**config.mk**
```make
export PLATFORM = sky130hd
export DESIGN_NAME = gray_coder
export DESIGN_NICKNAME = d
export VERILOG_FILES = /design/src/rtl/gray_pkg.sv /design/src/rtl/gray_conv_comb.sv /design/src/rtl/gray_coder.sv
export SDC_FILE = /design/constraint.sdc
export NUM_CORES = 1
export LEC_CHECK = 0
export ABC_AREA = 1
export CORE_AREA = 5 5 42 44
export CTS_CLUSTER_DIAMETER = 60
export DETAILED_ROUTE_END_ITERATION = 8
export DIE_AREA = 0 0 47 49
export PLACE_DENSITY = 0.42
export SETUP_SLACK_MARGIN = 0.2
export SLEW_MARGIN = 20
export SYNTH_ARGS = -nofsm -noshare
export SYNTH_HDL_FRONTEND = slang
export SYNTH_SLANG_ARGS = --single-unit
export TNS_END_PERCENT = 5
```
**constraint.sdc**
```tcl
create_clock -name clk -period 0.8 [get_ports clk]
set_input_delay 0.2 -clock clk [delete_from_list [all_inputs] [get_ports clk]]
set_output_delay 0.2 -clock clk [all_outputs]
set_load 0.05 [all_outputs]
```
**src/rtl/gray_pkg.sv**
```systemverilog
// Shared definitions for the binary/Gray converter: default width, mode encoding
// and word-level conversion helpers operating on a maximum-width word.
package gray_pkg;

  localparam int GRAY_WIDTH_DEFAULT = 4;
  localparam int GRAY_MAX_WIDTH     = 32;

  localparam logic MODE_B2G = 1'b0;
  localparam logic MODE_G2B = 1'b1;

  function automatic logic [GRAY_MAX_WIDTH-1:0] bin2gray(input logic [GRAY_MAX_WIDTH-1:0] word);
    return word ^ (word >> 1);
  endfunction

  // Prefix XOR from the MSB down; zero upper bits of a narrow word do not disturb the result.
  function automatic logic [GRAY_MAX_WIDTH-1:0] gray2bin(input logic [GRAY_MAX_WIDTH-1:0] word);
    logic [GRAY_MAX_WIDTH-1:0] b;
    b = '0;
    b[GRAY_MAX_WIDTH-1] = word[GRAY_MAX_WIDTH-1];
    for (int i = GRAY_MAX_WIDTH - 2; i >= 0; i--) begin
      b[i] = b[i+1] ^ word[i];
    end
    return b;
  endfunction

  function automatic logic one_bit_diff(input logic [GRAY_MAX_WIDTH-1:0] a,
                                        input logic [GRAY_MAX_WIDTH-1:0] b);
    logic [GRAY_MAX_WIDTH-1:0] x;
    x = a ^ b;
    return (x != '0) && ((x & (x - 32'd1)) == '0);
  endfunction

endpackage

```
**src/rtl/gray_conv_comb.sv**
```systemverilog
// Combinational binary<->Gray conversion of one word, selected by mode.
// With GRAY_ADJ_FLAG_EN it also exposes the Gray-domain form of the sample.
module gray_conv_comb
  import gray_pkg::*;
#(
  parameter int WIDTH = GRAY_WIDTH_DEFAULT
) (
  input  logic [WIDTH-1:0] data_in,
  input  logic             mode,
`ifdef GRAY_ADJ_FLAG_EN
  output logic [WIDTH-1:0] gray_word,
`endif
  output logic [WIDTH-1:0] conv_word
);

  logic [GRAY_MAX_WIDTH-1:0] w_ext;
  logic [WIDTH-1:0]          w_b2g;
  logic [WIDTH-1:0]          w_g2b;

  assign w_ext = GRAY_MAX_WIDTH'(data_in);
  assign w_b2g = WIDTH'(bin2gray(w_ext));
  assign w_g2b = WIDTH'(gray2bin(w_ext));

  always_comb begin
    conv_word = w_b2g;
    if (mode == MODE_G2B) begin
      conv_word = w_g2b;
    end else begin
      conv_word = w_b2g;
    end
  end

`ifdef GRAY_ADJ_FLAG_EN
  // In G2B mode the input already is the Gray-domain word.
  assign gray_word = (mode == MODE_G2B) ? data_in : w_b2g;
`endif

endmodule

```
**src/rtl/gray_coder.sv**
```systemverilog
// Registered binary/Gray converter with one-cycle latency and valid qualifier.
// Optional macro GRAY_ADJ_FLAG_EN adds adj_flag (single-bit Gray step vs. previous sample).
module gray_coder
  import gray_pkg::*;
#(
  parameter int WIDTH = GRAY_WIDTH_DEFAULT
) (
  input  logic             clk,
  input  logic             rst,
  input  logic             in_valid,
  input  logic             mode,
  input  logic [WIDTH-1:0] data_in,
`ifdef GRAY_ADJ_FLAG_EN
  output logic             adj_flag,
`endif
  output logic             out_valid,
  output logic [WIDTH-1:0] data_out
);

  logic [WIDTH-1:0] w_conv;
  logic             r_valid;
  logic [WIDTH-1:0] r_data;

`ifdef GRAY_ADJ_FLAG_EN
  logic [WIDTH-1:0] w_gray;
  logic [WIDTH-1:0] r_hist;
  logic             r_hist_valid;
  logic             r_adj;
`endif

  gray_conv_comb #(.WIDTH(WIDTH)) u_conv (
    .data_in   (data_in),
    .mode      (mode),
`ifdef GRAY_ADJ_FLAG_EN
    .gray_word (w_gray),
`endif
    .conv_word (w_conv)
  );

  // Output register: data_out holds its last value while no sample is accepted.
  always_ff @(posedge clk or posedge rst) begin
    if (rst) begin
      r_valid <= 1'b0;
      r_data  <= '0;
    end else begin
      r_valid <= in_valid;
      if (in_valid) begin
        r_data <= w_conv;
      end
    end
  end

`ifdef GRAY_ADJ_FLAG_EN
  // History of the last accepted Gray-domain word and the adjacency flag.
  always_ff @(posedge clk or posedge rst) begin
    if (rst) begin
      r_hist       <= '0;
      r_hist_valid <= 1'b0;
      r_adj        <= 1'b0;
    end else if (in_valid) begin
      r_adj        <= r_hist_valid &&
                      one_bit_diff(GRAY_MAX_WIDTH'(w_gray), GRAY_MAX_WIDTH'(r_hist));
      r_hist       <= w_gray;
      r_hist_valid <= 1'b1;
    end else begin
      r_adj        <= 1'b0;
    end
  end

  assign adj_flag = r_adj;
`endif

  assign out_valid = r_valid;
  assign data_out  = r_data;

endmodule

```
==> results of run 1 <==
[per-stage QoR]
stage / instance area (µm²) / setup slack [ns] / total power [mW] / instances / hold slack [ns]
2_1_floorplan: 259 / 0.0495 / 0.451 / 33 / -0.0214
3_3_place_gp: 472 / -0.478 / 0.637 / 64 / 0.418
3_5_place_dp: 472 / -0.484 / 0.638 / 64 / 0.421
4_1_cts: 497 / -0.217 / 0.931 / 68 / 0.172
5_1_grt: 509 / -0.227 / 0.965 / 68 / 0.185
6_report: 509 / -0.208 / 0.914 / 68 / 0.165
[Yosys cell counts]
library cell | count | area, µm²
nand3_1 | 5 | 25.0
nand2_1 | 13 | 48.8
xnor2_1 | 1 | 8.76
inv_1 | 5 | 18.8
o21ai_0 | 1 | 5.00
or2_1 | 1 | 6.26
and2_1 | 1 | 6.26
xor2_1 | 1 | 8.76
dfrtp_1 | 5 | 125
[final cells by class]
type / instances / share of cell area [%]
Tap cell: 16 / 3.93
Inverter: 5 / 3.69
Timing Repair Buffer: 15 / 38.6
Multi-Input combinational cell: 23 / 22.9
Clock buffer: 4 / 5.16
Sequential cell: 5 / 25.8
[metal layers]
metal,global-route usage [%],up-vias
li1,-,139
met5,0,-
met2,7.92,10
met4,8.29,0
met3,0,0
met1,6.46,112
[where the power goes]
part	switching, mW	total (mW)	internal, mW
sequential	0.0272	0.312	0.285
clock	0.0975	0.286	0.188
combinational	0.156	0.317	0.161
total	0.280	0.914	0.634
[flip-flops by register name, summed over array words and instances (netlist names)]
register   flops
data_out       4
out_valid      1
[worst max path at each step]
| stage | slack, ns | cells past startpoint | to | from |
|---|---|---|---|---|
| 2_1_floorplan | 0.05 | 2 | data_out[3]$_DFFE_PP0P_ | data_out[3]$_DFFE_PP0P_ |
| 3_3_place_gp | -0.48 | 7 | data_out[1]$_DFFE_PP0P_ | data_in[2] |
| 3_5_place_dp | -0.48 | 7 | data_out[1]$_DFFE_PP0P_ | data_in[2] |
| 4_1_cts | -0.22 | 1 | data_out[3] | data_out[3]$_DFFE_PP0P_ |
| 5_1_grt | -0.23 | 1 | data_out[1] | data_out[1]$_DFFE_PP0P_ |
| 6_report | -0.21 | 1 | data_out[2] | data_out[2]$_DFFE_PP0P_ |
[logic make-up (layout without fill, tap and decap cells)]
kind of cell,count (synthesis),count (layout)
XOR/XNOR,2,2
flip-flops,5,5
AND/OR/NAND/NOR,20,20
AO/OA/AOI/OAI,1,1
buffers and inverters,5,24
[what timing repair did]
item	4_1_cts	5_1_grt
resized for setup	5	4
setup endpoints to repair	10	9
cloned	0	0
pin swaps	3	1
==> qor.yml, run 1 <==
crit_buf_inv: 1
cp_data_required_time_ns: 0.60
dp_hpwl_um: 463
slew_headroom_pct: 87.7
drt-vias-per-instance: 3.84
min_period_over_period_pct: 126
start_util_pct: 18.0
grt_overflow: 0
multi_input_area_um2: 116
end_kind: "output pin"
synth_compound_area_share_pct: 1.98
clk_path_buf_depth: 2
yosysWarnings: 0
n_fill_cell: 165
firstDrtPassIters: 3
power_density_nw_per_um2: 1800
numCtsBuffers: 3
io_pins: 13
tns_ns: -1.01
cts_setup_buffers: 0
rr_worst_depth: 2
register_area_um2: 131
final_util_pct: 36.3
gp_congestion: 0.728
slew_viol_final: 0
cp_cell_sequence: "buf_12"
syn_nets: 41
max_cap_violations: 0
portBuffers: 12
period_minus_slack_ns: 1.01
clkTransAtPathRegs_ns: 0.04
ant_nets: 0
hp-class: "in -> async"
synthAdderAreaFrac_pct: 0
synth_area_um2: 253
grt_usage_pct: 5.80
status: "finished with violations"
r2r_start: "data_out[3]$_DFFE_PP0P_"
fin_skew_ns: 0
synth-simple-area-share_pct: 34.2
synth_top_family_by_area: "simple AND/OR/NAND/NOR gates"
synthMuxAreaShare_pct: 0
topRoutingLayerUsed: "met3"
drive_gt1_share_pct: 36.5
max_clock_freq_ghz: 0.992
root_buffer: "clkbuf_4"
drt_iter0_drc: 2
grt_pass1_wl_um: 931
synth_cell_types: 9
grt_pass1_vias: 263
wire_per_inst_um: 8.01
cts_hold_buf: 0
ys_seq_area_share_pct: 49.5
final_cell_mix: "13 x nand2_1, 5 x dfrtp_2, 5 x buf_12"
drcViolationCount: 0
clock_latency_ns: 0.24
avgSynthCellArea_um2: 7.66
rr_endpoint: "data_out[3]$_DFFE_PP0P_"
antennaDiodeCount: 0
violations: "negative setup slack"
syn_inst: 33
htree_levels: 1
dr_total_vias: 261
grt_antenna_before_repair: 0
hold_violations: 0
wl_um: 545
cp_max_fo: 2
vdd_drop_max_v: 0.000503
rsz0062_at_grt: "yes"
slowest_stage: "dfrtp_2"
wl_met3_um: 52
r2r_slack_ns: 0.15
cts_sinks: 5
die_width_um: 47
setup_violations: 5
wl_met1_um: 208
grt_max_degree: 6
finalWorstSetupSlack_ns: -0.208
cp_slowest_stage_delay_ns: 0.42
leakage_nw: 0.278
cp-start-kind: "flop"
mostFrequentLayoutCell: "nand2_1"
wl_met2_um: 283
crit_type: "reg -> out"
synth_xor_area_share_pct: 6.93
worst_slew_pin_slew_ns: 0.184
area_growth_pct: 101
chipHeight_um: 49
num_rows: 14
ys_ff_latch: 5
tritoncts: "yes"
core_area_um2: 1400
fin_nets: 61
arrival_ns: 0.81
die_area_um2: 2300
crit_family: "flip-flops"
(Power assumes the default switching activity.)
==> run 2, diff against run 1 <==
CTS_CLUSTER_SIZE = 30   (was default)
PLACE_DENSITY = 0.54   (was 0.42)
==> run 2 against run 1 <==
The flow still finishes with violations (negative setup slack). Cell area grew 2.0%. Clock-buffer cell count is the same. Flip-flop and latch count is the same. Worst setup slack lost 0.0049 ns. Sequential share of layout area shrank 0.50 points. Final cell count grew 2.9%. Combinational power grew 6%. Global-route usage grew 0.14 points. Register-to-register slack lost 0.11 ns. Critical path type unchanged. Largest cell class unchanged.
==> qor.yml, run 2 (synthesized netlist as in run 1, its figures left out) <==
finalPower_mw: 0.936
fin_nets: 63
hold_violations: 0
gp_congestion: 0.713
core_area_um2: 1400
crit_family: "flip-flops"
htree_levels: 1
cts_hold_buf: 0
mostFrequentLayoutCell: "nand2_1"
drt_iter0_drc: 4
hp-class: "in -> async"
fin_hold_ws_ns: 0.158
tritoncts: "yes"
ant_nets: 0
arrival_ns: 0.81
wire_per_inst_um: 8.04
grt_usage_pct: 5.94
largest_reg_flops: 4
crit_buf_inv: 1
rsz0062_at_grt: "yes"
io_pins: 13
start_util_pct: 18.0
n_fill_cell: 159
r2r_slack_ns: 0.04
clock_latency_ns: 0.24
period_minus_slack_ns: 1.01
fin_area_um2: 519
end_kind: "output pin"
antennaDiodeCount: 0
num_rows: 14
cp_cell_sequence: "buf_12"
final_cell_mix: "13 x nand2_1, 5 x dfrtp_2, 5 x buf_12"
portBuffers: 12
slew_headroom_pct: 87.4
finalWorstSetupSlack_ns: -0.213
drive_gt1_share_pct: 38.9
cp_max_fo: 2
clk_path_buf_depth: 2
status: "finished with violations"
max_cap_violations: 0
vdd_drop_max_v: 0.000372
cp_data_required_time_ns: 0.60
grt_pass1_wl_um: 910
drt-vias-per-instance: 3.70
fin_skew_ns: 0
cp_slowest_stage_delay_ns: 0.42
placed_cell_area_um2: 472
power_density_nw_per_um2: 1800
crit_type: "reg -> out"
worst_slew_pin_slew_ns: 0.189
leakage_nw: 0.264
dr_total_vias: 259
cts_sinks: 5
die_width_um: 47
min_period_over_period_pct: 127
cp-start-kind: "flop"
die_area_um2: 2300
grt_max_degree: 6
root_buffer: "clkbuf_4"
chipHeight_um: 49
wl_um: 563
violations: "negative setup slack"
slowest_stage: "dfrtp_2"
firstDrtPassIters: 4
setup_violations: 5
area_growth_pct: 105
final_util_pct: 37.1
grt_pass1_vias: 256
numCtsBuffers: 3
tns_ns: -1.02
drcViolationCount: 0
slew_viol_final: 0
max_clock_freq_ghz: 0.987
clkTransAtPathRegs_ns: 0.04
grt_antenna_before_repair: 0
grt_overflow: 0
-- run 2: changes by cell type in the layout (fill, tap and decap cells not counted) --
cell / before / now
buf_4: 3 / 4
buf_6: 0 / 1
clkdlybuf4s15_1: 0 / 2
dlygate4sd2_1: 3 / 4
dlymetal6s2s_1: 3 / 0
-- run 2: through the flow --
stage | worst slack (ns) | cells
6_report | -0.213 | 70
5_1_grt | -0.228 | 70
4_1_cts | -0.221 | 68
3_5_place_dp | -0.485 | 64
3_3_place_gp | -0.472 | 64
2_1_floorplan | 0.0495 | 33
-- run 2: path summary, 6_finish.rpt --
| check | start | endpoint | cells after the start |
|---|---|---|---|
| worst max-delay path | data_out[1]$_DFFE_PP0P_ | data_out[1] | 1 |
| worst min-delay path | rst | data_out[0]$_DFFE_PP0P_ | 2 |
| worst max register to register | data_out[0]$_DFFE_PP0P_ | data_out[0]$_DFFE_PP0P_ | 3 |
| worst min register to register | data_out[1]$_DFFE_PP0P_ | data_out[1]$_DFFE_PP0P_ | 2 |
| max in group asynchronous | rst | data_out[3]$_DFFE_PP0P_ | 2 |
| min in group clk | in_valid | out_valid$_DFF_PP0_ | 2 |
-- run 2: where the power goes --
part           internal, mW  switching [mW]
Sequential            0.285          0.0271
Combinational         0.175           0.160
Clock                 0.188           0.100
Total                 0.648           0.288
-- run 2: cell type report --
| class | count | area, µm² | area share [%] |
|---|---|---|---|
| inverter | 5 | 18.8 | 3.61 |
| clock buffer | 4 | 26.3 | 5.06 |
| timing repair buffer | 17 | 206 | 39.8 |
| tap | 16 | 20.0 | 3.86 |
| sequential | 5 | 131 | 25.3 |
| multi-input combinational | 23 | 116 | 22.4 |
-- run 2: what timing repair did --
action                                  CTS  global route
endpoints found under the setup margin   10             9
endpoints found under the hold margin     0             0
pin swaps                                 3             1
buffers inserted                          0             2
resized for setup                        12             0
-- run 2: per-layer routing --
layer,GRT usage [%],share of wire [%]
met3,0,7.3
met1,6.00,39
met5,0,0
met2,8.14,50
met4,9.68,3.6
